[src/rtl/pattern_seq.sv]
// Timed multi-channel bit-pattern sequencer: latches up to DEPTH steps and plays
// one step on w every CLK_DIV clocks, with start/stop/pause, loop and done status.
//
// state | meaning
// IDLE  | w = IDLE_LEVEL, waiting for start with a non-zero len
// RUN   | divider counting, step advances on divider wrap
// PAUSE | divider and w frozen while pause is held
module pattern_seq #(
    parameter int                  CHANNELS   = 1,
    parameter int                  DEPTH      = 8,
    parameter int                  CLK_DIV    = 100000000,
    parameter logic [CHANNELS-1:0] IDLE_LEVEL = '0
) (
    input  logic                         clk,
    input  logic                         rst,
    input  logic                         start,
    input  logic                         stop,
    input  logic                         pause,
    input  logic                         loop,
    input  logic [$clog2(DEPTH+1)-1:0]   len,
    input  logic [CHANNELS*DEPTH-1:0]    pattern,
    output logic [CHANNELS-1:0]          w,
    output logic [$clog2(DEPTH)-1:0]     step,
    output logic                         busy,
    output logic                         done
);
    localparam int LW = $clog2(DEPTH + 1);
    localparam int SW = $clog2(DEPTH);
    localparam int DW = $clog2(CLK_DIV + 1);
    localparam logic [DW-1:0] DIV_LAST = DW'(CLK_DIV - 1);
    localparam logic [LW-1:0] LEN_MAX  = LW'(DEPTH);

    typedef enum logic [1:0] {IDLE, RUN, PAUSE} state_t;

    state_t                    state;
    logic [DW-1:0]             div;
    logic [LW-1:0]             len_q;
    logic                      loop_q;
    logic [CHANNELS*DEPTH-1:0] pat_q;
    logic [CHANNELS-1:0]       pat_arr [DEPTH];
    logic [SW-1:0]             step_nx;
    logic                      last_step;

    always_comb begin
        for (int s = 0; s < DEPTH; s++) begin
            pat_arr[s] = pat_q[s*CHANNELS +: CHANNELS];
        end
    end

    assign step_nx   = step + SW'(1);
    assign last_step = (LW'(step) == len_q - LW'(1));

    always_ff @(posedge clk) begin
        if (rst) begin
            state  <= IDLE;
            w      <= IDLE_LEVEL;
            step   <= '0;
            busy   <= 1'b0;
            done   <= 1'b0;
            div    <= '0;
            len_q  <= '0;
            loop_q <= 1'b0;
            pat_q  <= '0;
        end else begin
            done <= 1'b0;
            case (state)
                IDLE: begin
                    if (start && !stop && len != '0) begin
                        state  <= RUN;
                        pat_q  <= pattern;
                        loop_q <= loop;
                        len_q  <= (len > LEN_MAX) ? LEN_MAX : len;
                        w      <= pattern[CHANNELS-1:0];
                        step   <= '0;
                        div    <= '0;
                        busy   <= 1'b1;
                    end
                end
                RUN, PAUSE: begin
                    if (stop) begin
                        state <= IDLE;
                        w     <= IDLE_LEVEL;
                        step  <= '0;
                        div   <= '0;
                        busy  <= 1'b0;
                    end else if (pause) begin
                        state <= PAUSE;
                    end else begin
                        // Resuming cycle counts as a timer cycle so pause costs exactly its length.
                        state <= RUN;
                        if (div == DIV_LAST) begin
                            div <= '0;
                            if (!last_step) begin
                                step <= step_nx;
                                w    <= pat_arr[step_nx];
                            end else if (loop_q) begin
                                step <= '0;
                                w    <= pat_arr[0];
                            end else begin
                                state <= IDLE;
                                w     <= IDLE_LEVEL;
                                step  <= '0;
                                busy  <= 1'b0;
                                done  <= 1'b1;
                            end
                        end else begin
                            div <= div + DW'(1);
                        end
                    end
                end
                default: state <= IDLE;
            endcase
        end
    end
endmodule

[config.mk]
export PLATFORM = sky130hd
export DESIGN_NAME = pattern_seq
export DESIGN_NICKNAME = d
export VERILOG_FILES = /design/src/rtl/pattern_seq.sv
export SDC_FILE = /design/constraint.sdc
export NUM_CORES = 1
export LEC_CHECK = 0
export CAP_MARGIN = 5
export CELL_PAD_IN_SITES_DETAIL_PLACEMENT = 1
export CELL_PAD_IN_SITES_GLOBAL_PLACEMENT = 1
export CORE_ASPECT_RATIO = 1.5
export CORE_MARGIN = 2
export CORE_UTILIZATION = 45
export CTS_BUF_LIST = sky130_fd_sc_hd__clkbuf_8
export DETAILED_ROUTE_END_ITERATION = 10
export HOLD_SLACK_MARGIN = 0.06
export PLACE_DENSITY = 0.88
export SLEW_MARGIN = 20
export SYNTH_ARGS = -nofsm -noshare
export SYNTH_HDL_FRONTEND = slang
export SYNTH_SLANG_ARGS = --single-unit
[constraint.sdc]
create_clock -name clk -period 2.3 [get_ports clk]
set_input_delay 0.23 -clock clk [delete_from_list [all_inputs] [get_ports clk]]
set_output_delay 0.23 -clock clk [all_outputs]
set_load 0.005 [all_outputs]
; ---- Word-level counts from Yosys, hierarchy flattened
; Cells that the tools add are included.
[word_totals]
word_cells = 76
register_bits = 48
[op_classes]
n_reduce_logical = 12
n_addsub = 3
n_bitwise = 4
order_cmp = 2
n_eq_ne = 9
mux = 37
[op_table]
columns = cell, count
row1 = two-way mux 27 bit, 4
row2 = case mux 27 bit (2 select lines), 1
row3 = adder 27 x 1 -> 27 bit (second input constant), 1
row4 = == test 27 bit (second input constant), 1
row5 = two-way mux 1 bit, 18
row6 = two-way mux 3 bit, 5
row7 = inequality test 3 bit (second input constant), 4
row8 = two-way mux 2 bit, 3
row9 = case mux 3 bit (2 select lines), 1
row10 = AND reduction 6 bit, 1
row11 = OR reduction 6 bit, 1
row12 = == test 3 x 4 -> 1 bit, 1
row13 = greater-or-equal comparator 4 bit (second input constant), 1
row14 = greater-than comparator 4 bit (second input constant), 1
row15 = two-way mux 4 bit, 1
row16 = NOT 3 -> 4 bit, 1
row17 = case mux 1 bit (2 select lines), 2
row18 = case mux 2 bit (2 select lines), 1
row19 = AND reduction 4 bit, 1
row20 = nonzero test 4 bit, 1
row21 = subtractor 4 x 1 -> 4 bit (second input constant), 1
row22 = adder 3 x 1 -> 3 bit (second input constant), 1
row23 = binary-select mux 1 bit (select 3 bit), 1
row24 = NOT 1 bit, 3
row25 = 10 further kinds, 11

; ---- Longest topological paths before layout
[depth]
depth_word = 10
mapped_depth = 10
mapped_depth_nobuf = 7

; ---- Worst setup path after synthesis
; No wires, ideal clock.
[synth_timing]
kind = flip-flop to flip-flop
start = register state[0]
end = register div[26]
stages_incl_launch_ff = 8
period_less_slack_ps = 2087
path_buffers = 0
arrival_ps = 2017
slack_ps = 213
cell_sequence = dfxtp_1 inv_1 ha_1 nor2b_2 a2111oi_4 nand4_1 or3_1 a21oi_1
[synth_between]
elab_chain_len = 4
word_cells_on_any_way = 9
[synth_rtl]
columns = item, line
row1 = "start, declared", 35  ; state_t state;
row2 = "start signal, assigned", 55  ; state <= IDLE;
row3 = "start signal, assigned", 69  ; state <= RUN;
row4 = "start signal, assigned", 81  ; state <= IDLE;
row5 = == test 2 x 1 -> 1 bit / == test 2 bit (equally long branches), 66  ; case (state)
row6 = OR reduction 2 bit, 66
row7 = inequality test 3 bit (no line) / nonzero test 2 bit (equally long branches), n/a
row8 = AND reduction 3 bit (no line), n/a
row9 = "end signal, assigned", 107  ; div <= div + DW'(1);
row10 = "end, declared", 36  ; logic [DW-1:0] div;
; Several ways; a longest one is shown, not always the timed one.
; A chain may end at the register's enable or synchronous reset.

; ---- Worst setup path in the final report
; Same ends and word-level chain as after synthesis.

==> impl_results.md <==
- Final worst path period need: 2.28 ns
- Average vias per placed instance: 5.74
- Pwr per Cell Area: 517 mW/mm2
- Largest family of logic cells by synthesized area: simple AND/OR/NAND/NOR gates
- Actual slew at the worst max-slew pin: 0.536 ns
- Psw: 391 uW
- Int Pwr: 1150 uW
- Max clock buf depth: 2
- Routed len/inst: 18.0 um
- Area after DPL: 0.00286 mm2
- CP max FO: 6
- Post-synthesis mux area share: 0.0632
- Run status: complete, no violations
- Floorplan Core Area: 0.00537 mm2
- Most common cell after layout, fill and taps aside: dfxtp_1
- Largest net degree at the start of global routing: 28
- Syn avg cell area: 8.81 um2
- Max Slew Vio Count: 0
- Root Buffer: clkbuf_8
- Adder-cell share of the synthesized area: 0.0253
- Maxcap violations: 0
- Total CTS buffers: 5
- Antenna violations before repair: 0
- DRT iter0 DRCs: 85
- Leading cell types in the layout, fill and taps excluded: dfxtp_1 (48), nor2_1 (35), clkdlybuf4s50_1 (23), nand4_1 (22), a21oi_1 (20)
- Post-synth ARST share: 0
- Synth Cell Area: 0.00247 mm2
- Post-route antenna net violation count: 0
- Sequential share of the synthesized area: 0.388
- Clk pwr share: 0.308
- Setup violators final: 0
- Seq cells post-synth: 48
- CTS Hold Bufs: 0
- Share of layout cells above drive strength 1: 0.123
- Hold Vio Cnt, Final: 0
- Syn_nets: 304
- Yosys synthesis warning count: 0
- Nature of the critical path startpoint: flip-flop
- Multi-input logic area: 0.00142 mm2
- DIE WIDTH: 64.6 um
- Area growth from synthesis to layout: 20.3%
- Combinational share of power: 0.131
- Detailed placement HPWL: 5.19 mm
- Final period util: 0.993
- Synth Instances: 281
- Fill count: 644
- Antenna Cells: 0
- Drt total wl: 6.98 mm
- Synth Area in Simple Gates: 0.285
- Initial Util: 0.461
- Total Routing Usage GR: 0.239
- Via count: 2229
- IO buf count: 23
- # IOs: 24
- Post-synth EDFFs: 0
- Clock-pin slew on the worst setup and hold paths: 0.08 ns
- Die Span Y: 94.8 um
- Leakage power: 0.00107 uW
- Crit path required time: 2.52 ns
- Achievable frequency: 0.438 GHz
- TritonRoute pass-1 iters: 4
- Net Sw Frac: 0.254
- Crit path capture type: flip-flop
- H-tree Lvls: 2
- FP Rows: 33
- CTS tree: done
- Register cell area after layout: 961 um2
- Clk_skew: 0.00498 ns
- Worst vdd ir: 265 uV
- WP data arrival: 2.50 ns
- RePlAce Congestion: 0.761
- Worst-skew pair later-pin latency: 0.30 ns
- Slew headroom: 0.638
- Final net count: 341
- DRC viols: 0
- Vias in the first global route: 2365
- Seq pwr share: 0.561
- Class of the worst hold path: flip-flop to flip-flop
- Unique masters post-synth: 50
- First-pass GRT wire length: 11.3 mm
- Compound-Gate Fraction of Synth Area: 0.110
- Global route overflow: 0
- Critical path class: flip-flop to flip-flop
- Die footprint: 0.00612 mm2
- Post-Synth XOR/XNOR Area: 0.0839
- Post-Layout Inst Area: 0.00298 mm2
- Ys flop type: dfxtp_1
- Clock net sink count: 48
- Fin Setup TNS: 0 ns
## kinds of logic (layout without fill, tap and decap cells)
group	count (synthesis)	count (layout)
xor gates and xnor gates	22	22
and+or+nand+nor	125	125
AOI/OAI and AO/OA	44	44
muxes	13	13
DFF	48	48
buffers and inverters	24	61
adders and majority gates	5	5
## routing by layer
metal	GRT usage	share of wire
met1	0.241	0.39
met2	0.475	0.56
met3	0.0346	0.029
met4	0.105	0.017
met5	0	0
## per-stage QoR
step	power, uW	utilization	cells	worst slack (ns)	hold slack, ns
CTS	1550	0.547	384	0.0388	0.494
detailed placement	1080	0.533	377	0.0888	0.481
global placement	1070	0.533	377	0.218	0.467
global route	1600	0.555	388	-0.0735	0.512
floorplan	988	-	281	0.213	0.299
finish	1540	0.555	388	0.0167	0.495
## final timing paths
path             end  slack [ns]      from  cells past startpoint
min           div[1]        0.49    div[1]                      2
max          div[26]        0.02  state[0]                      7
max reg2reg  div[26]        0.02  state[0]                      7
min reg2reg   div[1]        0.49    div[1]                      2
## Yosys cell counts (all sizes together) (2+ instances only)
cell    count  area, um2
dfxtp      48        961
a21oi      20        100
ha          5       62.6
xnor2       7       61.3
buf         6       41.3
nor4        2       18.8
nor3        7       35.0
mux2i      10        100
nor2b       3       21.3
and3        5       32.5
mux4        2       45.0
and4        3       27.5
nand4      23        150
xor2       14        123
nor4b       2       17.5
o21ai      15       78.8
and2        5       32.5
nor3b       5       37.5
clkbuf      4       15.0
inv        14       52.6
nor2       35        131
or4         2       18.8
or4b        2       23.8
nand3       8       40.0
nand2      11       41.3
o311ai      2       17.5
a311oi      2       17.5
or3         9       56.3
## final cells by class
cell class,instances,area share
Clock buffer,5,0.0231
Multi-Input combinational cell,209,0.475
Clock inverter,2,0.00294
Sequential cell,48,0.323
Tap cell,70,0.0294
Timing Repair Buffer,40,0.129
Inverter,14,0.0177
## repair_timing
action,in CTS,in global routing
buffers inserted,0,4
resized for setup,0,2
setup endpoints to repair,0,8
## flip-flops by register name, summed over array words and instances, names as in the netlist
| register | flops |
|---|---|
| w | 1 |
| done | 1 |
| len_q | 4 |
| loop_q | 1 |
| div | 27 |
| busy | 1 |
| pat_q | 8 |
| state | 2 |
| step | 3 |
## worst max-delay path: stages (launching register included)
cell and delay (ns):
dfxtp_1 0.34, inv_1 0.06, ha_1 0.36, nor2b_2 0.21, a2111oi_4 0.34, nand4_1 0.25
or3_1 0.43, a21oi_1 0.21
## power groups by stage
stage          clock network [uW]  registers [uW]  logic (uW)
6_report                      474             864         201
5_1_grt                       509             867         220
4_1_cts                       489             865         199
3_5_place_dp                    0             884         198
3_3_place_gp                    0             882         190
2_1_floorplan                   0             878         110
(Power assumes the default switching activity.)
